[src/rtl/tdm_demux_pkg.sv]
// Shared constants and FSM encoding for the 8-channel TDM receive path.
package tdm_demux_pkg;

    localparam int NCH   = 8;
    localparam int SEL_W = 3;
    localparam logic [SEL_W-1:0] SLOT_LAST = 3'd7;

    typedef enum logic {
        HUNT    = 1'b0,
        COLLECT = 1'b1
    } rx_state_t;

endpackage

[src/rtl/tdm_slot_ctr.sv]
// Slot index counter: load-to-1 on an accepted sync beat, +1 per data beat.
// wrap_o marks the last slot of the frame.
module tdm_slot_ctr
    import tdm_demux_pkg::*;
(
    input  logic             clk_i,
    input  logic             rst_ni,
    input  logic             load1_i,
    input  logic             inc_i,
    output logic [SEL_W-1:0] sel_o,
    output logic             wrap_o
);

    logic [SEL_W-1:0] sel_q, sel_d;

    always_comb begin
        sel_d = sel_q;
        if (load1_i) begin
            sel_d = SEL_W'(1);
        end else if (inc_i) begin
            sel_d = sel_q + 1'b1;
        end
    end

    always_ff @(posedge clk_i or negedge rst_ni) begin
        if (!rst_ni) begin
            sel_q <= '0;
        end else begin
            sel_q <= sel_d;
        end
    end

    assign sel_o  = sel_q;
    assign wrap_o = (sel_q == SLOT_LAST);

endmodule

[src/rtl/tdm_demux8_rx.sv]
// TDM 8:1 receive demux; q/q_valid appear 1 cycle after the slot-7 beat, no backpressure.
// Optional SYNC_CHECK_EN adds a sticky sync_err flag; recovery is identical either way.
module tdm_demux8_rx
    import tdm_demux_pkg::*;
#(
    parameter int W = 1
) (
    input  logic               clk,
    input  logic               rst_n,
    input  logic [W-1:0]       din,
    input  logic               din_valid,
    input  logic               frame_start,
    output logic [NCH*W-1:0]   q,
    output logic               q_valid,
    output logic [SEL_W-1:0]   sel,
    output logic               sync_err
);

    rx_state_t        state_q, state_d;
    logic [W-1:0]     shadow_q [0:NCH-2];
    logic [NCH*W-1:0] q_q, q_next;
    logic             q_valid_q;
    logic             load1, inc, wrap, publish;

    tdm_slot_ctr u_slot_ctr (
        .clk_i   (clk),
        .rst_ni  (rst_n),
        .load1_i (load1),
        .inc_i   (inc),
        .sel_o   (sel),
        .wrap_o  (wrap)
    );

    // frame_start always restarts the frame, in HUNT or as an early sync in COLLECT.
    always_comb begin
        state_d = state_q;
        load1   = 1'b0;
        inc     = 1'b0;
        publish = 1'b0;
        if (din_valid) begin
            if (frame_start) begin
                load1   = 1'b1;
                state_d = COLLECT;
            end else if (state_q == COLLECT) begin
                if (sel == '0) begin
                    state_d = HUNT;
                end else begin
                    inc     = 1'b1;
                    publish = wrap;
                end
            end
        end
    end

    // The slot-7 sample goes straight into q, so it needs no shadow register.
    always_comb begin
        q_next = '0;
        for (int k = 0; k < NCH - 1; k++) begin
            q_next[k*W +: W] = shadow_q[k];
        end
        q_next[(NCH-1)*W +: W] = din;
    end

    always_ff @(posedge clk or negedge rst_n) begin
        if (!rst_n) begin
            state_q   <= HUNT;
            q_q       <= '0;
            q_valid_q <= 1'b0;
            for (int k = 0; k < NCH - 1; k++) begin
                shadow_q[k] <= '0;
            end
        end else begin
            state_q   <= state_d;
            q_valid_q <= publish;
            if (publish) begin
                q_q <= q_next;
            end
            if (load1) begin
                shadow_q[0] <= din;
            end else if (inc && !wrap) begin
                shadow_q[sel] <= din;
            end
        end
    end

    assign q       = q_q;
    assign q_valid = q_valid_q;

`ifdef SYNC_CHECK_EN
    logic sync_err_q;
    logic sync_evt;

    assign sync_evt = din_valid && (state_q == COLLECT) &&
                      (frame_start ? (sel != '0) : (sel == '0));

    always_ff @(posedge clk or negedge rst_n) begin
        if (!rst_n) begin
            sync_err_q <= 1'b0;
        end else if (sync_evt) begin
            sync_err_q <= 1'b1;
        end
    end

    assign sync_err = sync_err_q;
`else
    assign sync_err = 1'b0;
`endif

endmodule
[config.mk]
export PLATFORM = sky130hd
export DESIGN_NAME = tdm_demux8_rx
export DESIGN_NICKNAME = d
export VERILOG_FILES = /design/src/rtl/tdm_demux_pkg.sv /design/src/rtl/tdm_slot_ctr.sv /design/src/rtl/tdm_demux8_rx.sv
export SDC_FILE = /design/constraint.sdc
export NUM_CORES = 1
export LEC_CHECK = 0
export ABC_CLOCK_PERIOD_IN_PS = 2200
export CAP_MARGIN = 20
export CORE_ASPECT_RATIO = 1.1
export CORE_MARGIN = 3
export CORE_UTILIZATION = 49
export CTS_CLUSTER_DIAMETER = 40
export DETAILED_ROUTE_END_ITERATION = 6
export HOLD_SLACK_MARGIN = 0.12
export PLACE_DENSITY = 0.74
export SYNTH_ARGS = -nofsm -noshare
export SYNTH_HDL_FRONTEND = slang
export SYNTH_SLANG_ARGS = --single-unit
[constraint.sdc]
create_clock -name clk -period 2.2 [get_ports clk]
set_input_delay 0.33 -clock clk [delete_from_list [all_inputs] [get_ports clk]]
set_output_delay 0.33 -clock clk [all_outputs]
set_load 0.05 [all_outputs]
* Word-level counts from Yosys, hierarchy flattened
Cells that the tools add are included.
Word-level totals: register bits 20, logic and storage cells 42, input bits 5, output and inout port bits 13
Cells by class: mux-type cells 18, eq/ne operators 1, bitwise operators 2, $lt $le $gt $ge 2, add/subtract/negate cells 1, reduce and logical (&&, ||, !) cells 7
Operator list (count):
- 1-bit 2-to-1 mux | 13
- 7-bit bitwise mux | 1
- 7-bit 2-to-1 mux | 1
- 3-bit 2-to-1 mux | 2
- 4-bit greater-or-equal comparator (second input constant) | 1
- 4-bit by 1-bit less-than comparator with 1-bit output (second input constant) | 1
- 3-bit inverter with 4-bit output | 1
- 2-bit nonzero test | 2
- 3-bit by 1-bit adder with 3-bit output (second input constant) | 1
- 1-bit demux with 3-bit select | 1
- 3-bit == test (second input constant) | 1
- 3-bit zero test | 1
- 1-bit logical AND | 2
- 2-bit AND reduction | 1
- 1-bit zero test | 1
- 1-bit inverter | 1

* Longest topological paths before layout
Gate-level depths: netlist (run 1).
word-level depth 8, mapped depth 7, gate-level depth less buffers 6

* Modules after synthesis
From an unflattened synthesis (run 1), not the netlist that was laid out.
Unflattened totals: cells, all modules 61, area, all modules 920.9 µm²
By module, submodules not included:
- tdm_demux8_rx | instances 1, area an instance 778.2 µm², cells an instance 50, sequential area each 425.4 µm²
- tdm_slot_ctr | instances 1, area an instance 142.6 µm², cells an instance 11, sequential area each 75.1 µm²

* Worst setup path after synthesis (run 1)
No wires, ideal clock.
path kind register -> register, start point register u_slot_ctr.sel_q[0] (netlist: u_slot_ctr.sel_o[0]), end point register q_q[7] (netlist: q[7]), cell stages (with the launch flop) 7, clock period less this slack 2.377 ns, required time 2.075 ns, buffers on the path 1, data arrival time 2.252 ns, path slack -0.177 ns, library setup time 0.125 ns, path through dfrtp_1 > clkbuf_1 > inv_1 > ha_1 > nor2b_1 > nor4b_4 > mux2_2
On the way: word-level cells in the longest chain between the ends 5, elaborated cells on any way between the ends 6, those cells by class 1 x eq/ne; 4 x mux; 1 x reduce/logical
Ends and longest elaborated chain:
- from (decl) | RTL line tdm_slot_ctr.sv:14 | logic [SEL_W-1:0] sel_q, sel_d;
- from (signal assigned) | RTL line tdm_slot_ctr.sv:29 | sel_q <= sel_d;
- 3-bit == test / 3-bit zero test (equally long branches) | RTL line tdm_slot_ctr.sv:34, tdm_demux8_rx.sv:45
- 1-bit 2-to-1 mux (*) | RTL line tdm_demux8_rx.sv:45 | if (sel == '0) begin
- 1-bit 2-to-1 mux (*) | RTL line tdm_demux8_rx.sv:44 | end else if (state_q == COLLECT) begin
- 1-bit 2-to-1 mux (*) | RTL line tdm_demux8_rx.sv:41 | if (frame_start) begin
- 1-bit 2-to-1 mux (*) | RTL line tdm_demux8_rx.sv:40 | if (din_valid) begin
- named net publish | RTL line tdm_demux8_rx.sv:23 | logic load1, inc, wrap, publish;
- to (signal assigned) | RTL line tdm_demux8_rx.sv:76 | q_q <= q_next;
- to (decl) | RTL line tdm_demux8_rx.sv:21 | logic [NCH*W-1:0] q_q, q_next;
Mark *: on every way through the listed nets, which the timed path passes. The rest lies on a longest branch. A chain may end at the register's enable or synchronous reset.

* Worst setup path in the final report (run 1)
start point register u_slot_ctr.sel_q[2] (netlist: u_slot_ctr.sel_o[2]), end point output port sel[2]
RTL lines:
- to (decl) | RTL line tdm_demux8_rx.sv:15 | output logic [SEL_W-1:0] sel,
No word-level cell between the ends.

==> results of run 1 <==
==> final timing paths <==
check                                 end  cells past startpoint                 from  slack, ps
worst min register to register       q[4]                      1            q_next[4]        520
worst max-delay path               sel[2]                      1  u_slot_ctr.sel_o[2]        230
worst min-delay path                 q[0]                      1                rst_n        300
max in group asynchronous            q[5]                      2                rst_n       1390
min in group clk                     q[4]                      1            q_next[4]        520
worst max register to register  q_next[5]                      7  u_slot_ctr.sel_o[1]        260
==> registers in the layout (all words and copies together) (netlist names) <==
name,count
q,8
q_next,7
u_slot_ctr.sel_o,3
q_valid,1
state_q,1
==> power by group <==
group / switching [mW] / internal [mW] / total [mW]
clock: 0.119 / 0.184 / 0.303
combinational: 0.376 / 0.262 / 0.638
sequential: 0.0980 / 0.479 / 0.577
==> final cells by class <==
type / instances / area [um2]
multi-input cells: 49 / 400
flip-flops and latches: 20 / 502
well taps: 17 / 21.3
fillers: 118 / 493
repair buffers: 22 / 205
clock buffers: 3 / 22.5
inverters: 4 / 15.0
clock inverters: 1 / 30.0
==> Yosys cell counts, types with 2 or more instances <==
master | instances | share of area [%]
nor3_1 | 2 | 1.1
ha_1 | 3 | 4.0
nand3_1 | 2 | 1.1
inv_1 | 4 | 1.6
nor2_1 | 3 | 1.2
dfrtp_1 | 20 | 53
clkbuf_1 | 2 | 0.80
a21oi_1 | 3 | 1.6
nand2_1 | 5 | 2.0
mux2_2 | 15 | 18
o22ai_1 | 2 | 1.3
nor4_1 | 2 | 1.3
==> cells in the final DEF, fill, tap and decap left out, types with 2 or more instances in the layout <==
| cell | instances |
|---|---|
| nor2_1 | 3 |
| nand3_1 | 2 |
| mux2_2 | 15 |
| inv_1 | 4 |
| dfrtp_1 | 19 |
| nand2_1 | 5 |
| o22ai_1 | 2 |
| clkbuf_4 | 3 |
| nor4_1 | 2 |
| clkdlybuf4s50_1 | 16 |
| ha_1 | 3 |
| buf_4 | 6 |
| a21oi_1 | 3 |
| nor3_1 | 2 |
==> per-layer routing <==
metal	wire length, um	vias to the layer above
li1	-	316
met1	797	317
met2	811	23
met3	74	5
met4	48	0
met5	0	-
==> logic make-up after synthesis <==
| logic type | count (synthesis) |
|---|---|
| other | 1 |
| DFF | 20 |
| buffers and inverters | 8 |
| adders and majority gates | 3 |
| AOI/OAI and AO/OA | 10 |
| muxes | 15 |
| and+or+nand+nor | 20 |
==> per-stage QoR <==
step / utilization (%) / instance area, um2 / instances / hold WS (ps)
after global routing: 70.8 / 1200 / 116 / 282
after detailed placement: 67.7 / 1140 / 112 / 492
after global placement: 67.7 / 1140 / 112 / 486
after floorplan: - / 938 / 77 / 34.4
final: 70.8 / 1200 / 116 / 300
after CTS: 70.8 / 1200 / 116 / 292
==> impl_results.md, run 1 <==
- Synth async-reset ratio: 100%
- Post-synthesis adder-cell area fraction: 4.01%
- Leakage power: 0.546 nW
- Worst Hold Class: input pin to asynchronous set/reset pin
- Post-synth EDFFs: 0
- CTS Sinks: 20
- Post-Synth Simple-Gate Area: 12.8%
- Worst setup path class: flop to primary output
- Global Route met1 Usage: 23.5%
- Vias per cell: 5.70
- Die Span X: 47.7 um
- Chip height: 51.8 um
- Power Density: 1270 nW/um2
- Drt first pass iters: 4
- PnR worst setup slack: 229 ps
- DR WL/cell: 14.9 um
- Synth Cell Area: 936 um2
- Total of warnings raised by yosys: 0
- Top Family by Delay on Critical Path: buffers and inverters
- Vias in the first global route: 695
- Layout cells sized above 1: 28.3%
- Worst slack at placement: 293 ps
- Met3 usage: 2.08%
- Register area share after synthesis: 53.5%
- Root Driver: clkbuf_4
- Initial core utilization: 55.4%
- H-tree levels: 1
- GRT busiest layer: met2
- Status: completed
- Setup TNS: 0 ps
- Fin crit period: 1970 ps
- Largest net degree at the start of global routing: 14
- Core area: 1690 um2
- Post-synthesis instance total: 77
- Grt ovf: 0
- Tot Pwr: 1.52 mW
- Headroom to the max-slew limit: 66.5%
- Primary FF master, synth: dfrtp_1
- VDD IR max: 0.857 mV
- Unrepaired setup endpoints after global routing: false
- GP Congestion: 0.783
- Avg Inst Size Synth: 12.2 um2
- GRT Overall Usage: 17.6%
- Synth unique cells: 26
- Vias after detailed routing: 661
- Synth Net Count: 85
- Max-cap violation count: 0
- Io pins: 18
- Initial DRC count: 9
- Die area: 2470 um2
- Synth Area in Compound Gates: 7.49%
- Nets@finish: 108
- Hold buffers post-CTS: 0
- Final setup violation count: 0
- Final period utilization: 89.6%
- WP data required: 1870 ps
- Port bufs: 16
- CP Max Fanout: 8
- Clock Skew: 3.30 ps
- Synth Area in XOR/XNOR: 0%
- Max Clock Freq: 507 MHz
- Area Growth Syn to Fin: 27.8%
- Antenna violations before repair: 0
- Drt total wl: 1730 um
- DRC viols: 0
- Element type at the critical path end: primary output
- Ant diodes: 0
- Later-pin clock latency in the skew report: 310 ps
- Slowest CP cell: clkdlybuf4s50_1
- Met2 Use GR: 27.0%
- Total CTS buffers: 3
- Post-cts sizing count: 0
- # rows: 15
- CP Buf/Inv Count: 1
- Multiplexer area fraction after synthesis: 18.0%
- Dpl hpwl: 1280 um
- Critical Path AT: 1640 ps
- Startpoint types: flop
- Flops & latches, synth: 20
- Crit path cell chain: clkdlybuf4s50_1
- Crit-path max cell delay: 850 ps
- Worst slew pin tran: 500 ps
- Clk buf depth: 2
- Slew Viols, Final: 0
- Final hold vios: 0
- Post-route ant nets: 0
- CTS tree: yes
- Post-CTS Setup Bufs: 0
- Combinational family with the most area after synthesis: multiplexers
- Clock Pin Slew Worst Setup and Hold Paths: 120 ps
- First-pass GRT wire length: 3080 um
Power figures use the tool's default switching activity.
==> inputs of run 2 (changes only) <==
CORE_UTILIZATION = 25   (was 49)
PLACE_DENSITY = 0.42   (was 0.74)
==> run 2 against run 1 <==
Effect of this change:
- count of clock-buffer cells in the layout grew 1
- critical path depth is the same
- global-route usage shrank 8.5 points
- wire length grew 8.9%
- flip-flop and latch count is the same
- via count shrank 2.0%
- critical path type unchanged
==> impl_results.md, run 2 (synthesis results as in run 1) <==
- Worst setup path class: flop to primary output
- Port bufs: 16 (unchanged)
- Drt first pass iters: 4 (unchanged)
- Dpl hpwl: 1340 um (+4.5%)
- Max-cap violation count: 0 (unchanged)
- Commonest non-fill, non-tap cells in the layout: dfrtp_1, clkdlybuf4s50_1, mux2_2, buf_4, nand2_1
- Worst Hold Class: input pin to asynchronous set/reset pin
- Power Internal: 0.843 mW (-8.9%)
- Power share of the clock group: 15.1% (-4.9 points)
- GRT Overall Usage: 9.03% (-8.5 points)
- Crit-path max cell delay: 860 ps (about the same)
- Top Family by Delay on Critical Path: buffers and inverters
- Hold buffers post-CTS: 0 (unchanged)
- Area Growth Syn to Fin: 30.2%
- Switching Share: 41.0% (+2.0 points)
- Unrepaired setup endpoints after global routing: false
- Post-route ant nets: 0 (unchanged)
- CP Max Fanout: 8 (unchanged)
- Startpoint types: flop
- Max FFs per register: 8 (unchanged)
- Clk buf depth: 2 (unchanged)
- Chip height: 70.2 um (+35%)
- Critical Path AT: 1660 ps (+20 ps)
- Max Clock Freq: 502 MHz (-1.0%)
- Grt ovf: 0 (unchanged)
- VDD IR max: 0.433 mV (-50%)
- Die area: 4510 um2 (+83%)
- GP Congestion: 0.801 (+2.3%)
- CTS Sinks: 20 (unchanged)
- Fin crit period: 1990 ps (+20.1 ps)
- Io pins: 18 (unchanged)
- DRC viols: 0 (unchanged)
- Status: completed
- Initial core utilization: 27.0% (-28 points)
- DP Area: 1180 um2 (+3.4%)
- Antenna violations before repair: 0 (unchanged)
- Nets@finish: 108 (unchanged)
- Core area: 3470 um2 (+110%)
- Clock Skew: 6.19 ps (+2.90 ps)
- Vias in the first global route: 687 (-1.2%)
- Final hold vios: 0 (unchanged)
- Layout cells sized above 1: 28.3% (unchanged)
- Gate power share: 44.1% (+2.1 points)
- Critical R2R Launch: u_slot_ctr.sel_o[1]
- DR WL/cell: 12.8 um (-14%)
- Post-CTS Setup Bufs: 0 (unchanged)
- Setup TNS: 0 ps (unchanged)
- H-tree levels: 1 (unchanged)
- Drt total wl: 1890 um (+8.9%)
- Die Span X: 64.3 um (+35%)
- Root Driver: clkbuf_4
- Headroom to the max-slew limit: 66.8% (+0.26 points)
- # rows: 22 (+7)
- Commonest non-fill, non-tap cell in the layout: dfrtp_1
- Slew Viols, Final: 0 (unchanged)
- Critical Path Source: u_slot_ctr.sel_o[2]
- Min Hold Slack: 350 ps (+50.0 ps)
- Largest net degree at the start of global routing: 21 (+7)
- Slowest CP cell: clkdlybuf4s50_1
- Power Density: 1170 nW/um2 (-7.5%)
- Later-pin clock latency in the skew report: 300 ps (about the same)
- Final period utilization: 90.5% (+0.91 points)
- P_sw: 0.587 mW (-0.95%)
- First-pass GRT wire length: 3210 um (+4.0%)
- Initial DRC count: 25 (+16)
- Vias after detailed routing: 648 (-2.0%)
- Post-cts sizing count: 0 (unchanged)
- Worst slew pin tran: 496 ps (-3.87 ps)
- Element type at the critical path end: primary output
- Final setup violation count: 0 (unchanged)
- Sequential share of power: 40.7% (+2.7 points)
- CP Buf/Inv Count: 1 (unchanged)
- Total CTS buffers: 3 (unchanged)
- Clock Pin Slew Worst Setup and Hold Paths: 120 ps (about the same)
- Final instance area: 1220 um2 (+1.9%)
- Vias per cell: 4.41 (-23%)
- Crit path cell chain: clkdlybuf4s50_1
- CTS tree: yes
- WP data required: 1870 ps (about the same)
- Ant diodes: 0 (unchanged)
- Leakage power: 0.539 nW (-1.3%)
[run 2: per-layer routing]
layer	vias up	GRT usage (%)	routed length [um]	part of all wire, %
met5	-	0	0	0
li1	317	-	-	-
met4	0	4.23	12	0.64
met2	15	13.4	849	45
met3	2	1.77	77	4.1
met1	314	12.5	946	50
[run 2: path summary, 6_finish.rpt]
| path | slack, ps | end | cells after the start |
|---|---|---|---|
| max in group asynchronous | 1630 | u_slot_ctr.sel_o[0] | 2 |
| min in group clk | 510 | q[2] | 1 |
| worst max-delay path | 210 | sel[2] | 1 |
| worst max register to register | 280 | q_next[5] | 7 |
| worst min-delay path | 350 | q[1] | 2 |
| worst min register to register | 510 | q[2] | 1 |
[run 2: area by class of cell]
| cell class | instances | area, um2 |
|---|---|---|
| fillers | 364 | 2250 |
| repair buffers | 22 | 205 |
| clock buffers | 4 | 36.3 |
| well taps | 48 | 60.1 |
| multi-input cells | 49 | 400 |
| inverters | 4 | 15.0 |
| flip-flops and latches | 20 | 502 |
[run 2: per-stage QoR]
stage	total power [mW]	setup WS (ps)	cells	util (%)
floorplan	1.02	16.4	77	-
global placement	1.22	280	143	34.1
detailed placement	1.23	309	143	34.1
CTS	1.45	183	147	35.1
global route	1.53	126	147	35.1
finish	1.43	209	147	35.1
[run 2: power groups by stage]
stage               registers, mW  logic [mW]  clock network (mW)
detailed placement          0.592       0.634                   0
CTS                         0.584       0.637               0.232
finish                      0.582       0.631               0.217
floorplan                   0.742       0.277                   0
global placement            0.587       0.637                   0
global route                0.601       0.682               0.243
